File: config.mk
export PLATFORM = sky130hd
export DESIGN_NAME = imm_decode_stage
export DESIGN_NICKNAME = d
export VERILOG_FILES = /design/src/rtl/riscv_pkg.sv /design/src/rtl/imm_ext.sv /design/src/rtl/imm_decode_stage.sv
export SDC_FILE = /design/constraint.sdc
export NUM_CORES = 1
export LEC_CHECK = 0
export CAP_MARGIN = 0
export CORE_ASPECT_RATIO = 2
export CORE_MARGIN = 2
export CORE_UTILIZATION = 47
export CTS_CLUSTER_SIZE = 28
export DETAILED_ROUTE_END_ITERATION = 12
export PLACE_DENSITY_LB_ADDON = 0.3
export SETUP_SLACK_MARGIN = 0.3
export SLEW_MARGIN = 20
export SYNTH_ARGS = -nofsm -noshare
export SYNTH_HDL_FRONTEND = slang
export SYNTH_SLANG_ARGS = --single-unit
File: constraint.sdc
create_clock -name clk -period 2 [get_ports clk]
set_input_delay 0.4 -clock clk [delete_from_list [all_inputs] [get_ports clk]]
set_output_delay 0.4 -clock clk [all_outputs]
set_load 0.05 [all_outputs]
File: src/rtl/riscv_pkg.sv
// ============================================================================
// Module  : riscv_pkg
// Brief   : RV32I/RV64I opcodes and immediate-format encoding.
// Revision: 1.0
// ============================================================================
`default_nettype none

package riscv_pkg;

    localparam logic [6:0] OP_IMM    = 7'b0010011;
    localparam logic [6:0] LOAD      = 7'b0000011;
    localparam logic [6:0] JALR      = 7'b1100111;
    localparam logic [6:0] STORE     = 7'b0100011;
    localparam logic [6:0] BRANCH    = 7'b1100011;
    localparam logic [6:0] JAL       = 7'b1101111;
    localparam logic [6:0] LUI       = 7'b0110111;
    localparam logic [6:0] AUIPC     = 7'b0010111;
    localparam logic [6:0] OP        = 7'b0110011;
    localparam logic [6:0] OP_IMM_32 = 7'b0011011;
    localparam logic [6:0] OP_32     = 7'b0111011;

    typedef enum logic [2:0] {
        FMT_R   = 3'd0,
        FMT_I   = 3'd1,
        FMT_S   = 3'd2,
        FMT_B   = 3'd3,
        FMT_U   = 3'd4,
        FMT_J   = 3'd5,
        FMT_ILL = 3'd7
    } imm_fmt_t;

endpackage

`default_nettype wire

File: src/rtl/imm_ext.sv
// ============================================================================
// Module  : imm_ext
// Brief   : Combinational opcode classification and immediate sign-extension.
// Revision: 1.0
// ============================================================================
`default_nettype none

module imm_ext #(
    parameter int XLEN = 32
) (
    input  logic [31:0]     instr,
    output logic [XLEN-1:0] imm,
    output logic [2:0]      fmt,
    output logic            illegal
);
    import riscv_pkg::*;

    // Immediate assembled and already sign-extended to 32 bits
    logic [31:0] w_val;
    imm_fmt_t    w_fmt;
    logic        w_ill;

    always_comb begin
        w_val = '0;
        w_fmt = FMT_ILL;
        w_ill = 1'b1;
        case (instr[6:0])
            OP_IMM, LOAD, JALR: begin
                w_val = {{20{instr[31]}}, instr[31:20]};
                w_fmt = FMT_I;
                w_ill = 1'b0;
            end
            OP_IMM_32: begin
                if (XLEN == 64) begin
                    w_val = {{20{instr[31]}}, instr[31:20]};
                    w_fmt = FMT_I;
                    w_ill = 1'b0;
                end
            end
            STORE: begin
                w_val = {{20{instr[31]}}, instr[31:25], instr[11:7]};
                w_fmt = FMT_S;
                w_ill = 1'b0;
            end
            BRANCH: begin
                w_val = {{19{instr[31]}}, instr[31], instr[7], instr[30:25], instr[11:8], 1'b0};
                w_fmt = FMT_B;
                w_ill = 1'b0;
            end
            JAL: begin
                w_val = {{11{instr[31]}}, instr[31], instr[19:12], instr[20], instr[30:21], 1'b0};
                w_fmt = FMT_J;
                w_ill = 1'b0;
            end
            LUI, AUIPC: begin
                w_val = {instr[31:12], 12'b0};
                w_fmt = FMT_U;
                w_ill = 1'b0;
            end
            OP: begin
                w_fmt = FMT_R;
                w_ill = 1'b0;
            end
            OP_32: begin
                if (XLEN == 64) begin
                    w_fmt = FMT_R;
                    w_ill = 1'b0;
                end
            end
            default: ;
        endcase
    end

    assign fmt     = w_fmt;
    assign illegal = w_ill;

    generate
        if (XLEN > 32) begin : g_sext_wide
            assign imm = {{(XLEN-32){w_val[31]}}, w_val};
        end else begin : g_sext_narrow
            assign imm = w_val[XLEN-1:0];
        end
    endgenerate

endmodule

`default_nettype wire

File: src/rtl/imm_decode_stage.sv
// ============================================================================
// Module  : imm_decode_stage
// Brief   : Registered immediate-decode stage with skid buffer and illegal count.
// Revision: 1.0
// ============================================================================
`default_nettype none

module imm_decode_stage #(
    parameter int XLEN  = 32,
    parameter int SKID  = 1,
    parameter int CNT_W = 16
) (
    input  logic             clk,
    input  logic             n_rst,
    input  logic             flush,
    input  logic             in_valid,
    output logic             in_ready,
    input  logic [31:0]      in_instr,
    output logic             out_valid,
    input  logic             out_ready,
    output logic [31:0]      out_instr,
    output logic [XLEN-1:0]  out_imm,
    output logic [2:0]       out_fmt,
    output logic             out_illegal,
    output logic [CNT_W-1:0] illegal_cnt
);
    import riscv_pkg::*;

    // Entry layout: {instr, imm, fmt, illegal}
    localparam int c_ENTRY_W = 32 + XLEN + 3 + 1;

    logic [XLEN-1:0]      w_dec_imm;
    logic [2:0]           w_dec_fmt;
    logic                 w_dec_ill;
    logic [c_ENTRY_W-1:0] w_new;
    logic                 w_in_ready;
    logic                 w_accept;

    logic [c_ENTRY_W-1:0] r_out;
    logic [c_ENTRY_W-1:0] r_skid;
    logic                 r_out_valid;
    logic                 r_skid_valid;
    logic [CNT_W-1:0]     r_cnt;

    imm_ext #(
        .XLEN (XLEN)
    ) u_imm_ext (
        .instr   (in_instr),
        .imm     (w_dec_imm),
        .fmt     (w_dec_fmt),
        .illegal (w_dec_ill)
    );

    assign w_new    = {in_instr, w_dec_imm, w_dec_fmt, w_dec_ill};
    assign w_accept = in_valid && w_in_ready && !flush;

    generate
        if (SKID != 0) begin : g_skid
            assign w_in_ready = !r_skid_valid;
        end else begin : g_noskid
            assign w_in_ready = !r_out_valid || out_ready;
        end
    endgenerate

    // Skid only fills while the output is stalled; a draining output pulls from skid first
    always_ff @(posedge clk or negedge n_rst) begin
        if (!n_rst) begin
            r_out        <= {32'b0, {XLEN{1'b0}}, FMT_R, 1'b0};
            r_skid       <= '0;
            r_out_valid  <= 1'b0;
            r_skid_valid <= 1'b0;
        end else if (flush) begin
            r_out_valid  <= 1'b0;
            r_skid_valid <= 1'b0;
        end else if (!r_out_valid || out_ready) begin
            if (r_skid_valid) begin
                r_out        <= r_skid;
                r_out_valid  <= 1'b1;
                r_skid_valid <= w_accept;
                if (w_accept) begin
                    r_skid <= w_new;
                end
            end else begin
                r_out_valid <= w_accept;
                if (w_accept) begin
                    r_out <= w_new;
                end
            end
        end else if (w_accept) begin
            r_skid       <= w_new;
            r_skid_valid <= 1'b1;
        end
    end

    always_ff @(posedge clk or negedge n_rst) begin
        if (!n_rst) begin
            r_cnt <= '0;
        end else if (w_accept && w_dec_ill && (r_cnt != {CNT_W{1'b1}})) begin
            r_cnt <= r_cnt + CNT_W'(1);
        end
    end

    assign in_ready    = w_in_ready;
    assign out_valid   = r_out_valid;
    assign out_instr   = r_out[c_ENTRY_W-1 -: 32];
    assign out_imm     = r_out[4 +: XLEN];
    assign out_fmt     = r_out[1 +: 3];
    assign out_illegal = r_out[0];
    assign illegal_cnt = r_cnt;

endmodule

`default_nettype wire

==> results.json <==
{
  "top_usage_layer": "met2",
  "rows": 62,
  "regToRegStartpoint": "out_valid",
  "synth.distinct_cells": 45,
  "avgSynthCellArea_sq_um": 9.65,
  "cts-buffers-inserted": 17,
  "cts_htree_levels": 4,
  "mostFrequentLayoutCell": "nand2_1",
  "syn_nets": 741,
  "layout_common_cells": "nand2_1 (166), dfrtp_1 (137), buf_4 (90), clkdlybuf4s15_2 (39), o21ai_0 (36)",
  "clkLatencyLatePin_ps": 440,
  "drive_gt1_share_pct": 35.4,
  "finalCritPeriodShare_pct": 96.4,
  "drc_errors": 0,
  "fin_worst_skew_ps": 9.29,
  "grt_max_degree": 57,
  "dp_cells": 1034,
  "place_congestion": 0.883,
  "worst_slack_ps": 72.7,
  "dp.final_hpwl_mm": 13.5,
  "power_density_nw_per_um2": 972,
  "start_util_pct": 47.5,
  "design_area_sq_um": 10300,
  "synth_edf_count": 0,
  "finish.net_count": 950,
  "place_area_sq_um": 8680,
  "antenna_cells": 0,
  "cp.required_ps": 2300,
  "numPortBuffers": 122,
  "drt_iter0_drc": 480,
  "slowest_delay_ps": 540,
  "rsz0062_at_grt": "true",
  "critPathSlowestCell": "clkdlybuf4s50_1",
  "grt_use_met1_pct": 34.2,
  "wl_mm": 22.8,
  "cp.arrival_ps": 2230,
  "cap_violations": 0,
  "timing.fmax_mhz": 519,
  "met2_usage_pct": 48.6,
  "irDropWorstVdd_uv": 879,
  "clk_pin_slew_worst_paths_ps": 70,
  "routedWlPerCell_um": 20.4,
  "via_per_inst": 5.67,
  "power.leakage_uw": 0.00471,
  "hold_violations": 0,
  "min_period_ps": 1930,
  "io_pins": 123,
  "cts_tree": "yes",
  "overflow": 0,
  "crit_fanout": 7,
  "syn_area_sq_um": 6790,
  "grt_pass1_wl_mm": 33.9,
  "clock-sinks": 154,
  "ys_ff_latch": 154,
  "ys_warn_count": 0,
  "ys_async_sr_fraction_pct": 100,
  "worstSetupStartpointType": "primary input",
  "worst-setup-path-type": "primary input to flip-flop",
  "fp.dieH_um": 174,
  "drv_slew": 0,
  "crit_chain": "clkdlybuf4s50_1, nor2b_4, or3_4, buf_4, buf_12, or3_1, o21ai_1, a21oi_1",
  "ys_seq_area_share_pct": 56.8,
  "cts_root_buf": "clkbuf_16",
  "cts.path.max_buffers": 2,
  "crit_path_end_kind": "flip-flop",
  "status": "completed",
  "die_w_um": 89.0,
  "crit_path_start": "out_ready",
  "dr_total_vias": 6329,
  "antenna_left": 0,
  "dp_slack_ps": -465,
  "grt_antenna_before_repair": 0,
  "grt_pass1_vias": 6444,
  "min_from": "in_instr[4]",
  "syn2layout_area_growth_pct": 52.3,
  "finalSetupViolations": 0,
  "dr.pass1.iters": 5,
  "max_slew_margin_pct": 65.0,
  "finalNonFillerCells": 1117,
  "die_area_sq_um": 15500,
  "min-delay-path-class": "primary input to flip-flop",
  "worstMarginPinSlew_ps": 523,
  "grt_usage_pct": 28.8,
  "synth_top_flop_cell": "dfrtp_1",
  "core_area_sq_um": 14300,
  "use_met3_pct": 5.60,
  "synth_cells": 703
}
-- synth_stat cells (3+ instances only) --
library cell	instances	area (sq um)
dfrtp_1	154	3850
o21ai_0	69	345
nand2_1	176	661
nor2b_1	8	50.1
clkbuf_1	30	113
a21oi_1	50	250
nand3_1	11	55.1
a22oi_1	4	30.0
a22o_1	6	52.6
nand4_1	8	50.1
and3_1	13	81.3
nor3_1	9	45.0
a221o_1	6	60.1
or3_1	20	125
xor2_1	15	131
mux2i_1	33	330
o31ai_1	4	30.0
nor2_1	38	143
nand2b_1	3	18.8
buf_2	15	75.1
-- sequential cells by signal, indices dropped and copies added, names as in the netlist --
signal,flops
illegal_cnt,16
r_skid_valid,1
r_out,68
out_valid,1
r_skid,68
-- final cells by class --
class | count | area, sq um
Clock inverter | 14 | 134
Sequential cell | 154 | 3870
Multi-Input combinational cell | 502 | 3140
Fill cell | 986 | 3940
Inverter | 1 | 16.3
Timing Repair Buffer | 236 | 2500
Clock buffer | 18 | 429
Tap cell | 192 | 240
-- what timing repair did --
action,CTS,global route
setup buffers,19,15
hold buffers,1,0
endpoints found under the setup margin,161,148
endpoints found under the hold margin,44,0
cloned,7,9
pin swaps,8,14
gates resized for setup,224,129
-- power breakdown --
part / leakage, uW / switching, uW / internal (uW) / total, uW
Clock: 0.000272 / 1390 / 1740 / 3120
Sequential: 0.00191 / 426 / 3660 / 4090
Combinational: 0.00253 / 1810 / 1020 / 2830
-- logic make-up (layout without fill, tap and decap cells) --
group,count (synthesis),in the layout,synth area share (%)
xor+xnor,15,15,1.94
simple gates,301,301,20.1
fa+ha+maj,1,1,0.184
buf+inv,47,269,2.93
mux,35,35,5.25
compound gates,150,150,12.8
flops,154,154,56.8
-- final timing paths --
path                       depth (start not counted)  slack (ps)         end
max                                                8          70   r_out[23]
min                                                4         460  r_skid[40]
max reg2reg                                        7          90   r_out[23]
min reg2reg                                        2         470  r_skid[56]
max in group asynchronous                          3         830   r_out[29]
min in group asynchronous                          2         490    r_out[1]
-- metrics by stage --
step,setup TNS [ps],hold slack [ps],utilization (%),power (uW)
2_1_floorplan,0,104,-,5580
3_3_place_gp,-27740,371,60.8,6540
3_5_place_dp,-32450,373,60.8,6640
4_1_cts,0,479,68.7,9820
5_1_grt,0,468,72.4,10500
6_report,0,456,72.4,10000
-- critical path, delay by kind of cell --
| kind | cells | cell delay [ps] |
|---|---|---|
| AOI/OAI and AO/OA | 2 | 150 |
| and+or+nand+nor | 3 | 810 |
| buffers and inverters | 3 | 850 |
-- routing by layer --
metal  share of wire [%]  up-vias
met3                 6.0       83
met5                   0        -
li1                    -     2845
met1                  36     3108
met4                 5.3        0
met2                  53      293
(Power assumes the default switching activity.)
